`config.mk`:
```
export PLATFORM = sky130hd
export DESIGN_NAME = ram_arbiter
export DESIGN_NICKNAME = d
export VERILOG_FILES = /design/src/rtl/ram_arb_pkg.sv /design/src/rtl/ram_arb_slot.sv /design/src/rtl/ram_arbiter.sv
export SDC_FILE = /design/constraint.sdc
export NUM_CORES = 1
export LEC_CHECK = 0
export CAP_MARGIN = 10
export CORE_AREA = 5 5 168 170
export DETAILED_ROUTE_END_ITERATION = 12
export DIE_AREA = 0 0 173 175
export GPL_ROUTABILITY_DRIVEN = 0
export PLACE_DENSITY = 0.83
export SLEW_MARGIN = 40
export SYNTH_ARGS = -nofsm -noshare
export SYNTH_HDL_FRONTEND = slang
export SYNTH_SLANG_ARGS = --single-unit
```
`constraint.sdc`:
```
create_clock -name clk -period 1.68 [get_ports clk]
set_input_delay 0.252 -clock clk [delete_from_list [all_inputs] [get_ports clk]]
set_output_delay 0.252 -clock clk [all_outputs]
set_load 0.01 [all_outputs]
```
`src/rtl/ram_arb_pkg.sv`:
```
// ---------------------------------------------------------------------------
// Module : ram_arb_pkg
// Brief  : Shared types and constants for the two-client RAM arbiter.
//          FSM state encoding (ST_IDLE, ST_WAIT) and the request-kind bit
//          (KIND_READ, KIND_WRITE) latched in each request slot.
// Rev    : 1.0  initial release
// ---------------------------------------------------------------------------
`default_nettype none

package ram_arb_pkg;

    typedef enum logic [0:0] {
        ST_IDLE = 1'b0,
        ST_WAIT = 1'b1
    } arbState_t;

    localparam logic KIND_READ  = 1'b0;
    localparam logic KIND_WRITE = 1'b1;

endpackage : ram_arb_pkg

`default_nettype wire

```
`src/rtl/ram_arb_slot.sv`:
```
// ---------------------------------------------------------------------------
// Module : ram_arb_slot
// Brief  : One client's request holding slot. Latches address, write data and
//          kind from a one-cycle request pulse and keeps them until cleared.
// Ports  : clk, reset          clock, synchronous active-high reset
//          readReq, writeReq   client request pulses (write wins if both)
//          reqAddress, reqData client address / write data
//          clear               drop the held request (transaction complete)
//          pending             slot holds a request
//          address, data, kind held request contents
// Rev    : 1.0  initial release
// ---------------------------------------------------------------------------
`default_nettype none

module ram_arb_slot
    import ram_arb_pkg::*;
#(
    parameter int ADDR_W = 32,
    parameter int DATA_W = 32
) (
    input  logic              clk,
    input  logic              reset,
    input  logic              readReq,
    input  logic              writeReq,
    input  logic [ADDR_W-1:0] reqAddress,
    input  logic [DATA_W-1:0] reqData,
    input  logic              clear,
    output logic              pending,
    output logic [ADDR_W-1:0] address,
    output logic [DATA_W-1:0] data,
    output logic              kind
);

    always_ff @(posedge clk) begin
        if (reset) begin
            pending <= 1'b0;
            address <= '0;
            data    <= '0;
            kind    <= KIND_READ;
        end else if (clear) begin
            pending <= 1'b0;
        end else if (!pending && (readReq || writeReq)) begin
            // A request arriving while the slot is full is dropped: clients
            // never issue a second request before their ack.
            pending <= 1'b1;
            address <= reqAddress;
            data    <= reqData;
            kind    <= writeReq ? KIND_WRITE : KIND_READ;
        end
    end

endmodule : ram_arb_slot

`default_nettype wire

```
`src/rtl/ram_arbiter.sv`:
```
// ---------------------------------------------------------------------------
// Module : ram_arbiter
// Brief  : Two-client round-robin arbiter for a single RAM req/ack port.
//          Captures client request pulses, replays one at a time to the RAM,
//          routes the ack / read data back to the owner, and force-completes
//          a transaction whose ack never arrives (watchdog).
// Ports  : clk, reset                         clock, sync active-high reset
//          cN_ramAddress/cN_ramOut            client N address / write data
//          cN_readReq/cN_writeReq             client N request pulses
//          cN_ramIn/cN_readAck/cN_writeAck    client N read data / ack pulses
//          ramAddress/ramOut/readReq/writeReq RAM request side
//          ramIn/readAck/writeAck             RAM response side
//          busy                               transaction pending or in flight
//          timeout                            watchdog-forced completion pulse
// Rev    : 1.0  initial release
// ---------------------------------------------------------------------------
`default_nettype none

module ram_arbiter
    import ram_arb_pkg::*;
#(
    parameter int              ADDR_W         = 32,
    parameter int              DATA_W         = 32,
    parameter int              TIMEOUT_CYCLES = 255,
    parameter logic [DATA_W-1:0] TIMEOUT_DATA = 32'hdeadbeef
) (
    input  logic              clk,
    input  logic              reset,
    input  logic [ADDR_W-1:0] c0_ramAddress,
    input  logic [DATA_W-1:0] c0_ramOut,
    input  logic              c0_readReq,
    input  logic              c0_writeReq,
    output logic [DATA_W-1:0] c0_ramIn,
    output logic              c0_readAck,
    output logic              c0_writeAck,
    input  logic [ADDR_W-1:0] c1_ramAddress,
    input  logic [DATA_W-1:0] c1_ramOut,
    input  logic              c1_readReq,
    input  logic              c1_writeReq,
    output logic [DATA_W-1:0] c1_ramIn,
    output logic              c1_readAck,
    output logic              c1_writeAck,
    output logic [ADDR_W-1:0] ramAddress,
    output logic [DATA_W-1:0] ramOut,
    output logic              readReq,
    output logic              writeReq,
    input  logic [DATA_W-1:0] ramIn,
    input  logic              readAck,
    input  logic              writeAck,
    output logic              busy,
    output logic              timeout
);

    localparam int WDOG_W = (TIMEOUT_CYCLES > 1) ? $clog2(TIMEOUT_CYCLES) : 1;
    localparam bit c_wdogEn = (TIMEOUT_CYCLES != 0);
    localparam logic [WDOG_W-1:0] c_wdogLast = WDOG_W'(TIMEOUT_CYCLES - 1);

    // Client-side signals gathered into arrays indexed by client number
    logic [1:0]        w_cReadReq;
    logic [1:0]        w_cWriteReq;
    logic [ADDR_W-1:0] w_cAddress [2];
    logic [DATA_W-1:0] w_cData    [2];

    logic [1:0]        w_pending;
    logic [ADDR_W-1:0] w_slotAddr [2];
    logic [DATA_W-1:0] w_slotData [2];
    logic [1:0]        w_slotKind;
    logic [1:0]        w_clear;
    logic [1:0]        w_pendNext;

    assign w_cReadReq  = {c1_readReq, c0_readReq};
    assign w_cWriteReq = {c1_writeReq, c0_writeReq};
    assign w_cAddress[0] = c0_ramAddress;
    assign w_cAddress[1] = c1_ramAddress;
    assign w_cData[0]    = c0_ramOut;
    assign w_cData[1]    = c1_ramOut;

    for (genvar n = 0; n < 2; n++) begin : g_slot
        ram_arb_slot #(
            .ADDR_W (ADDR_W),
            .DATA_W (DATA_W)
        ) u_slot (
            .clk        (clk),
            .reset      (reset),
            .readReq    (w_cReadReq[n]),
            .writeReq   (w_cWriteReq[n]),
            .reqAddress (w_cAddress[n]),
            .reqData    (w_cData[n]),
            .clear      (w_clear[n]),
            .pending    (w_pending[n]),
            .address    (w_slotAddr[n]),
            .data       (w_slotData[n]),
            .kind       (w_slotKind[n])
        );

        // Mirror of the slot's own update, used to register busy in step
        // with the pending flags.
        assign w_pendNext[n] = !w_clear[n] &&
                               (w_pending[n] || w_cReadReq[n] || w_cWriteReq[n]);
    end

    arbState_t         r_state, w_stateNext;
    logic              r_owner, w_ownerNext;
    logic              r_lastGrant, w_lastGrantNext;
    logic [WDOG_W-1:0] r_wdog, w_wdogNext;

    logic              w_sel;
    logic              w_ownKind;
    logic              w_match;
    logic              w_forced;
    logic              w_complete;
    logic [ADDR_W-1:0] w_ramAddressNext;
    logic [DATA_W-1:0] w_ramOutNext;
    logic              w_readReqNext;
    logic              w_writeReqNext;
    logic [1:0]        w_readAckNext;
    logic [1:0]        w_writeAckNext;
    logic [DATA_W-1:0] w_retData;

    always_comb begin
        w_stateNext      = r_state;
        w_ownerNext      = r_owner;
        w_lastGrantNext  = r_lastGrant;
        w_wdogNext       = r_wdog;
        w_ramAddressNext = ramAddress;
        w_ramOutNext     = ramOut;
        w_readReqNext    = 1'b0;
        w_writeReqNext   = 1'b0;
        w_clear          = 2'b00;
        w_complete       = 1'b0;
        w_forced         = 1'b0;
        w_match          = 1'b0;
        w_readAckNext    = 2'b00;
        w_writeAckNext   = 2'b00;
        // Tie goes to the client that was not served last
        w_sel            = (&w_pending) ? !r_lastGrant : !w_pending[0];
        w_ownKind        = w_slotKind[r_owner];

        case (r_state)
            ST_IDLE: begin
                if (|w_pending) begin
                    w_ramAddressNext = w_slotAddr[w_sel];
                    w_ramOutNext     = w_slotData[w_sel];
                    w_readReqNext    = (w_slotKind[w_sel] == KIND_READ);
                    w_writeReqNext   = (w_slotKind[w_sel] == KIND_WRITE);
                    w_ownerNext      = w_sel;
                    w_wdogNext       = '0;
                    w_stateNext      = ST_WAIT;
                end
            end
            ST_WAIT: begin
                w_match  = (w_ownKind == KIND_READ)  ? readAck : writeAck;
                w_forced = c_wdogEn && !w_match && (r_wdog == c_wdogLast);
                if (w_match || w_forced) begin
                    w_complete              = 1'b1;
                    w_clear[r_owner]        = 1'b1;
                    w_readAckNext[r_owner]  = (w_ownKind == KIND_READ);
                    w_writeAckNext[r_owner] = (w_ownKind == KIND_WRITE);
                    w_lastGrantNext         = r_owner;
                    w_stateNext             = ST_IDLE;
                end else if (r_wdog != '1) begin
                    w_wdogNext = r_wdog + 1'b1;
                end
            end
            default: w_stateNext = ST_IDLE;
        endcase
    end

    assign w_retData = w_forced ? TIMEOUT_DATA : ramIn;

    always_ff @(posedge clk) begin
        if (reset) begin
            r_state     <= ST_IDLE;
            r_owner     <= 1'b0;
            r_lastGrant <= 1'b1;
            r_wdog      <= '0;
            ramAddress  <= '0;
            ramOut      <= '0;
            readReq     <= 1'b0;
            writeReq    <= 1'b0;
            c0_ramIn    <= '0;
            c1_ramIn    <= '0;
            c0_readAck  <= 1'b0;
            c1_readAck  <= 1'b0;
            c0_writeAck <= 1'b0;
            c1_writeAck <= 1'b0;
            busy        <= 1'b0;
            timeout     <= 1'b0;
        end else begin
            r_state     <= w_stateNext;
            r_owner     <= w_ownerNext;
            r_lastGrant <= w_lastGrantNext;
            r_wdog      <= w_wdogNext;
            ramAddress  <= w_ramAddressNext;
            ramOut      <= w_ramOutNext;
            readReq     <= w_readReqNext;
            writeReq    <= w_writeReqNext;
            if (w_readAckNext[0]) c0_ramIn <= w_retData;
            if (w_readAckNext[1]) c1_ramIn <= w_retData;
            c0_readAck  <= w_readAckNext[0];
            c1_readAck  <= w_readAckNext[1];
            c0_writeAck <= w_writeAckNext[0];
            c1_writeAck <= w_writeAckNext[1];
            busy        <= (|w_pendNext) || (w_stateNext == ST_WAIT);
            timeout     <= w_complete && w_forced;
        end
    end

endmodule : ram_arbiter

`default_nettype wire
```
==> summary.txt, run 1 <==
Critical path
  • Startpoint Class: register
  • Crit path max fanout: 10
  • Worst Path Required: 2.10 ns
  • CP endpoint kind: register
  • Critical path type: reg -> reg
  • Crit path arrival time: 2.17 ns

CTS
  • Number of hold buffers added after cts: 0
  • Total CTS buffers: 29
  • Clock Tree Buf Depth: 3
  • # H-tree levels: 1
  • CTS clk-pin slew, worst paths: 0.06 ns
  • Clk_lat worst skew: 0.54 ns
  • Root buffer cell: clkbuf_16
  • CTS sink count: 279
  • CTS tree: done

Detailed routing
  • DR WL met2: about 18000 µm
  • Antenna Nets Post-Route: 0
  • First-pass DRT Iterations: 5
  • Routed WL per cell: roughly 19 µm
  • Total wire length: 36400 µm
  • DR iter-0 viols: 604
  • Vias: 10430
  • Highest routed layer: met5
  • Met3 WL: between 2000 and 3000 µm
  • DRC Markers: 0
  • Vias per cell: 5.42
  • DRT met1 WL: 15100 µm

Die
  • Die span in y: approximately 180 µm
  • Core area: about 0.027 mm²
  • I/O pin cnt: 304
  • Site Rows: 60
  • Die ar.: a little over 0.03 mm²
  • Initial cell density of the core: ~43%
  • Chip width: about 170 µm

Logic synthesis
  • Post-synth EDFFs: 0
  • Commonest cells post-synth: dfxtp_1 (279), nand2_1 (274), mux2i_1 (199)
  • Count of cell types in the netlist: 52
  • Synthesized area per cell: 9.41 µm²
  • Gate Count Post-Synth: 1218
  • Most common cell in the netlist: dfxtp_1
  • Yosys top cell area share: 48.7%
  • Synthesized area: around 0.011 mm²
  • Synth area leaders: dfxtp_1 (49%), mux2i_1 (17%), nand2_1 (9.0%)
  • Dominant synthesized flop cell: dfxtp_1
  • Syn_nets: 1388
  • Area leader, netlist: dfxtp_1
  • Ys Warns: 0
  • Seq cells post-synth: 279
  • Async SR Flop Fraction: 0%
  • Seq/Total Area, Yosys: 48.7%

Timing
  • Worst setup margin: -0.0709 ns
  • Final period util: 104%
  • Slew HR: ~65%
  • Period minus WS final: 1.75 ns
  • Final setup viols: a little under 100
  • Skew final: 0.0106 ns
  • RSZ-0062 raised after global routing: yes
  • Final Hold Fails: 0
  • Max-slew violation count: 0
  • Worst-Margin Slew: 0.517 ns
  • Max Fclk: 571 MHz

Placed design
  • DP Wirelength: 24600 µm
  • IO buf count: 303
  • Placed instance area: approximately 0.016 mm²

Finish
  • Fillers: 2079
  • Layout cell share with drive strength beyond 1: 13.1%
  • N_diodes: 0
  • Core Util, Final: 64.4%
  • Fin area: around 0.017 mm²
  • Nets: 1733
  • Layout area overhead: 49.3%

GRT
  • Vias in the first global route: 10443
  • Largest net degree at the start of global routing: 88
  • Antenna violations before repair: 3
  • First-pass GRT wire length: about 55000 µm
  • Global route total overflow: 0
  • GRT Total Usage: a little over a fifth

Power
  • Pwr/cell area: 1080 mW/mm²
  • P_leak: 8.00 nW
  • Peak supply drop: 728 µV

Status
  • Violated checks: setup timing
  • Status: finished with violations

Job
  • Max-cap check violation count: 0

Hold path
  • HP Class: in -> reg
power by group:
part | leakage, nW | total [mW] | internal (mW) | switching [mW]
logic | 5.20 | 3.96 | 2.07 | 1.89
clock network | 0.509 | 6.87 | 4.23 | 2.65
registers | 2.29 | 7.62 | 7.25 | 0.374
total | 8.00 | 18.5 | 13.5 | 4.91
per-layer routing:
layer | GRT usage [%] | vias to the layer above
met2 | 37.7 | 443
met4 | 5.92 | 6
met3 | 4.39 | 68
met5 | 0 | -
met1 | 27.2 | 4954
li1 | - | 4959
timing repair:
| item | CTS | global route |
|---|---|---|
| pin swaps | 5 | 2 |
| cloned | 3 | 10 |
| gates resized for setup | 134 | 51 |
| setup buffers | 7 | 6 |
| setup endpoints to repair | 304 | 207 |
sequential cells by signal (all words and copies together), names as in the netlist:
name                   cells
ramOut                    32
readReq                    1
g_slot.u_slot.pending      2
busy                       1
c0_writeAck                1
c1_readAck                 1
g_slot.u_slot.data        64
c0_readAck                 1
g_slot.u_slot.kind         2
timeout                    1
r_lastGrant                1
c0_ramIn                  32
r_wdog                     8
c1_writeAck                1
writeReq                   1
g_slot.u_slot.address     64
r_state                    1
c1_ramIn                  32
r_owner                    1
ramAddress                32
kinds of logic after synthesis:
logic type               share of synthesized area (%)
AND/OR/NAND/NOR                                   14.1
flip-flops                                        48.7
AO/OA/AOI/OAI                                     13.7
multiplexers                                      17.5
buffers and inverters                             5.76
adder cells (fa/ha/maj)                          0.218
cell usage in the layout, fill, tap and decap left out, types with 9 or more instances in the layout:
master / count
nand2_1: 274
dfxtp_1: 274
mux2i_1: 197
clkdlybuf4s50_1: 170
dlygate4sd2_1: 108
nor2_1: 76
a211oi_1: 64
buf_4: 64
clkbuf_16: 39
a21oi_1: 33
buf_12: 29
inv_1: 27
o221a_1: 25
dlymetal6s2s_1: 24
a311oi_1: 22
nand3_1: 12
o21ai_1: 9
critical path: stages, from the launching register on:
cell and delay, ns:
dfxtp_4 0.37, mux2i_4 0.27, mux2_4 0.38, o311a_1 0.35, a221o_1 0.26
path summary, 6_finish.rpt:
| check | startpoint | end | slack (ns) | cells past startpoint |
|---|---|---|---|---|
| max | r_owner | r_wdog[7] | -0.07 | 4 |
| min | reset | r_owner | 0.07 | 2 |
| max reg2reg | r_owner | r_wdog[7] | -0.07 | 4 |
| min reg2reg | g_slot[1].u_slot.address[16] | g_slot[1].u_slot.address[16] | 0.46 | 2 |
area by class of cell:
cell class	count	area (µm²)	share of cell area, %
flip-flops and latches	279	5600	32.7
multi-input cells	803	5430	31.7
repair buffers	420	4500	26.3
clock buffers	38	830	4.85
well taps	341	427	2.49
clock inverters	14	204	1.19
inverters	30	120	0.702
per-stage QoR:
stage | setup slack (ns) | std cells | setup TNS, ns | hold slack (ns) | total power, mW
final | -0.0709 | 1925 | -2.21 | 0.0683 | 18.5
after global routing | -0.119 | 1925 | -11.07 | 0.0699 | 19.2
after CTS | -0.0353 | 1909 | -0.0603 | 0.0335 | 18.3
after detailed placement | -0.342 | 1847 | -49.68 | 0.447 | 11.5
after global placement | -0.281 | 1847 | -43.22 | 0.441 | 11.4
after floorplan | 0.00149 | 1218 | 0 | 0.388 | 9.58
Note: power is estimated with default switching activity, not from simulation.
==> run 2, diff against run 1 <==
- CORE_AREA: 5 5 168 170 -> 5 5 199 144
- DIE_AREA: 0 0 173 175 -> 0 0 204 149
==> run 2 against run 1 <==
The run still ends with setup timing left. Via count shrank 0.75%. Register-to-register slack got worse by 0.21 ns. Worst setup slack lost 0.21 ns. Non-clock buffer count fell by 13. Sequential cell count did not move. Sequential share of layout area rose by 0.56 points. First-iteration DRC count is 3.0% higher.
==> summary.txt, run 2 (synthesis gave the netlist of run 1 again) <==
Status
  • Status: finished with violations
  • Violated checks: setup timing

Finish
  • Largest registers: g_slot.u_slot.address (64), g_slot.u_slot.data (64)
  • Layout area overhead: 46.7%
  • Layout cell share with drive strength beyond 1: 12.1% (-0.95 points)
  • Core Util, Final: 63.8% (-0.55 points)
  • Footprint of the multi-input gates: 0.00545 mm² (+0.28%)
  • Commonest cells after routing, fill and taps aside: nand2_1 (274), dfxtp_1 (274), mux2i_1 (191)
  • Register area: 0.00560 mm² (about the same)
  • Nets: 1719 (-0.81%)
  • N_diodes: 0 (unchanged)
  • Fillers: 2059 (-0.96%)
  • Fin area: 0.0168 mm² (-1.7%)

Hold path
  • Hold depth: 4 (+2)
  • HP Class: in -> reg
  • Hold Startpoint: reset
  • Hold EP: g_slot[1].u_slot.data[0]

GRT
  • Global route total overflow: 0 (unchanged)
  • First-pass GRT wire length: 54800 µm (about the same)
  • Largest net degree at the start of global routing: 122 (+39%)
  • Antenna violations before repair: 1 (-2)
  • GRT Total Usage: 21.8% (+0.20 points)
  • Vias in the first global route: 10074 (-3.5%)

Timing
  • Final period util: 117% (+13 points)
  • Slew HR: 65.6% (+0.37 points)
  • Final Hold Fails: 0 (unchanged)
  • Worst setup margin: -0.283 ns (-0.212 ns)
  • Final setup viols: 153 (+56%)
  • Worst-Margin Slew: 0.516 ns (-0.00158 ns)
  • RSZ-0062 raised after global routing: yes
  • Max Fclk: 509 MHz (-11%)
  • Period minus WS final: 1.96 ns (+0.212 ns)
  • Max-slew violation count: 0 (unchanged)
  • Skew final: 0.00730 ns (-0.00328 ns)
  • Hold_ws: 0.144 ns (+0.0760 ns)

Critical path
  • Crit path max-delay family: buffers and inverters
  • Crit-path slowest cell: dfxtp_2
  • Crit path buffers/inverters: 5 (+5)
  • Flop2flop setup slack: -0.28 ns (-0.21 ns)
  • Worst r2r path cells: 10 (+6)
  • CP endpoint kind: register
  • RR Endpoint: c0_ramIn[15]
  • Worst path cell trace: inv_2 > ha_4 > buf_6 > nand3_4 > buf_4 > buf_4 > o21ai_4 > clkbuf_16 > a21oi_1 > a311oi_1
  • Worst Path Required: 2.09 ns (about the same)
  • Startpoint Class: register
  • Crit path arrival time: 2.37 ns (+0.20 ns)
  • FF-to-FF Start: r_wdog[0]
  • Critical path type: reg -> reg
  • Most common cell on crit path: buf_4
  • Crit path largest cell delay: 0.32 ns (-0.06 ns)
  • Critical Path Stages: 10 (+6)
  • Crit path max fanout: 12 (+2)

Placed design
  • IO buf count: 303 (unchanged)
  • DP Wirelength: 24300 µm (-1.2%)
  • Placed instance area: 0.0155 mm² (-0.35%)

CTS
  • CTS clk-pin slew, worst paths: 0.07 ns (about the same)
  • CTS tree: done
  • Clock Tree Buf Depth: 3 (unchanged)
  • Total CTS buffers: 27 (-6.9%)
  • Clk_lat worst skew: 0.52 ns (-0.02 ns)
  • Root buffer cell: clkbuf_16
  • # H-tree levels: 1 (unchanged)
  • CTS sink count: 279 (unchanged)
  • Number of hold buffers added after cts: 0 (unchanged)

Power
  • Total power draw: 17.6 mW (-4.4%)
  • Comb power frac: 22.0% (+0.6 points)
  • Sw frac: 27.4% (+0.79 points)
  • Sequential power share: 43.2% (+1.9 points)
  • Pwr/cell area: 1050 mW/mm² (-2.7%)
  • Clk pwr share: 34.9% (-2.4 points)
  • Net Switching: 4.83 mW (-1.5%)
  • Cell-internal power: 12.8 mW (-5.4%)
  • Peak supply drop: 698 µV (-4.1%)
  • P_leak: 7.78 nW (-2.7%)

Die
  • Die span in y: 149 µm (-15%)
  • Initial cell density of the core: 43.5% (+0.39 points)
  • I/O pin cnt: 304 (unchanged)
  • Die ar.: 0.0304 mm² (+0.40%)
  • Chip width: 204 µm (+18%)
  • Site Rows: 50 (-17%)
  • Core area: 0.0263 mm² (-0.89%)

Job
  • Max-cap check violation count: 0 (unchanged)

Detailed routing
  • First-pass DRT Iterations: 5 (unchanged)
  • Total wire length: 36300 µm (-0.38%)
  • Vias: 10352 (-0.75%)
  • Routed WL per cell: 18.8 µm (-0.75%)
  • DRC Markers: 0 (unchanged)
  • DR iter-0 viols: 622 (+3.0%)
  • Antenna Nets Post-Route: 0 (unchanged)
  • Vias per cell: 5.36 (-1.1%)
[run 2: changes by cell type in the layout (fill, tap and decap cells not counted), sizes merged, moves of 2 or more]
cell	before	now
buf	108	99
clkbuf	48	41
bufinv	5	3
clkdlybuf4s50	170	179
dlygate4sd2	108	99
[run 2: timing repair]
| item | in CTS | in global routing |
|---|---|---|
| hold endpoints to repair | 0 | 0 |
| endpoints found under the setup margin | 301 | 236 |
| cloned | 4 | 5 |
| setup buffers | 11 | 6 |
| pin swaps | 6 | 16 |
| resized for setup | 117 | 53 |
[run 2: how the worst max path moves through the flow]
stage                     slack [ns]      start                           end
after floorplan                0.001    r_owner                     r_wdog[7]
after global placement         -0.35    readAck  g_slot[1].u_slot.address[24]
after detailed placement       -0.42    readAck  g_slot[1].u_slot.address[15]
after CTS                      -0.22  r_wdog[0]     g_slot[1].u_slot.data[10]
after global routing           -0.33  r_wdog[0]                  c0_ramIn[15]
final                          -0.28  r_wdog[0]                  c0_ramIn[15]
[run 2: tightest hold or removal path, delay by kind of cell]
kind,cells,cell delay (ns)
buffers and inverters,2,0.22
AND/OR/NAND/NOR,1,0.07
multiplexers,1,0.06
[run 2: metrics by stage]
step	cells	setup slack (ns)	TNS [ns]
after global placement	1860	-0.348	-54.67
after detailed placement	1860	-0.425	-60.48
after floorplan	1218	0.00149	0
after CTS	1923	-0.216	-21.09
after global routing	1932	-0.335	-29.67
final	1932	-0.283	-15.68
[run 2: layout make-up]
| type | instances | share of cell area (%) |
|---|---|---|
| Clock buffer | 36 | 4.40 |
| Clock inverter | 12 | 0.841 |
| Inverter | 30 | 0.714 |
| Multi-Input combinational cell | 804 | 32.4 |
| Sequential cell | 279 | 33.3 |
| Tap cell | 364 | 2.71 |
| Timing Repair Buffer | 407 | 25.7 |
[run 2: power by group through the flow]
| stage | Sequential, mW | Clock, mW | Combinational [mW] |
|---|---|---|---|
| final | 7.62 | 6.15 | 3.88 |
| after detailed placement | 7.75 | 0 | 3.74 |
| after global placement | 7.73 | 0 | 3.65 |
| after global routing | 7.67 | 6.53 | 4.15 |
| after CTS | 7.61 | 6.25 | 3.74 |
| after floorplan | 7.81 | 0 | 1.77 |
[run 2: per-layer routing]
| layer | track usage [%] | up-vias | share of wire [%] |
|---|---|---|---|
| li1 | - | 4917 | - |
| met1 | 30.5 | 4944 | 44 |
| met2 | 34.8 | 411 | 46 |
| met5 | 0 | - | 0.036 |
| met4 | 6.39 | 2 | 3.1 |
| met3 | 3.83 | 78 | 7.1 |
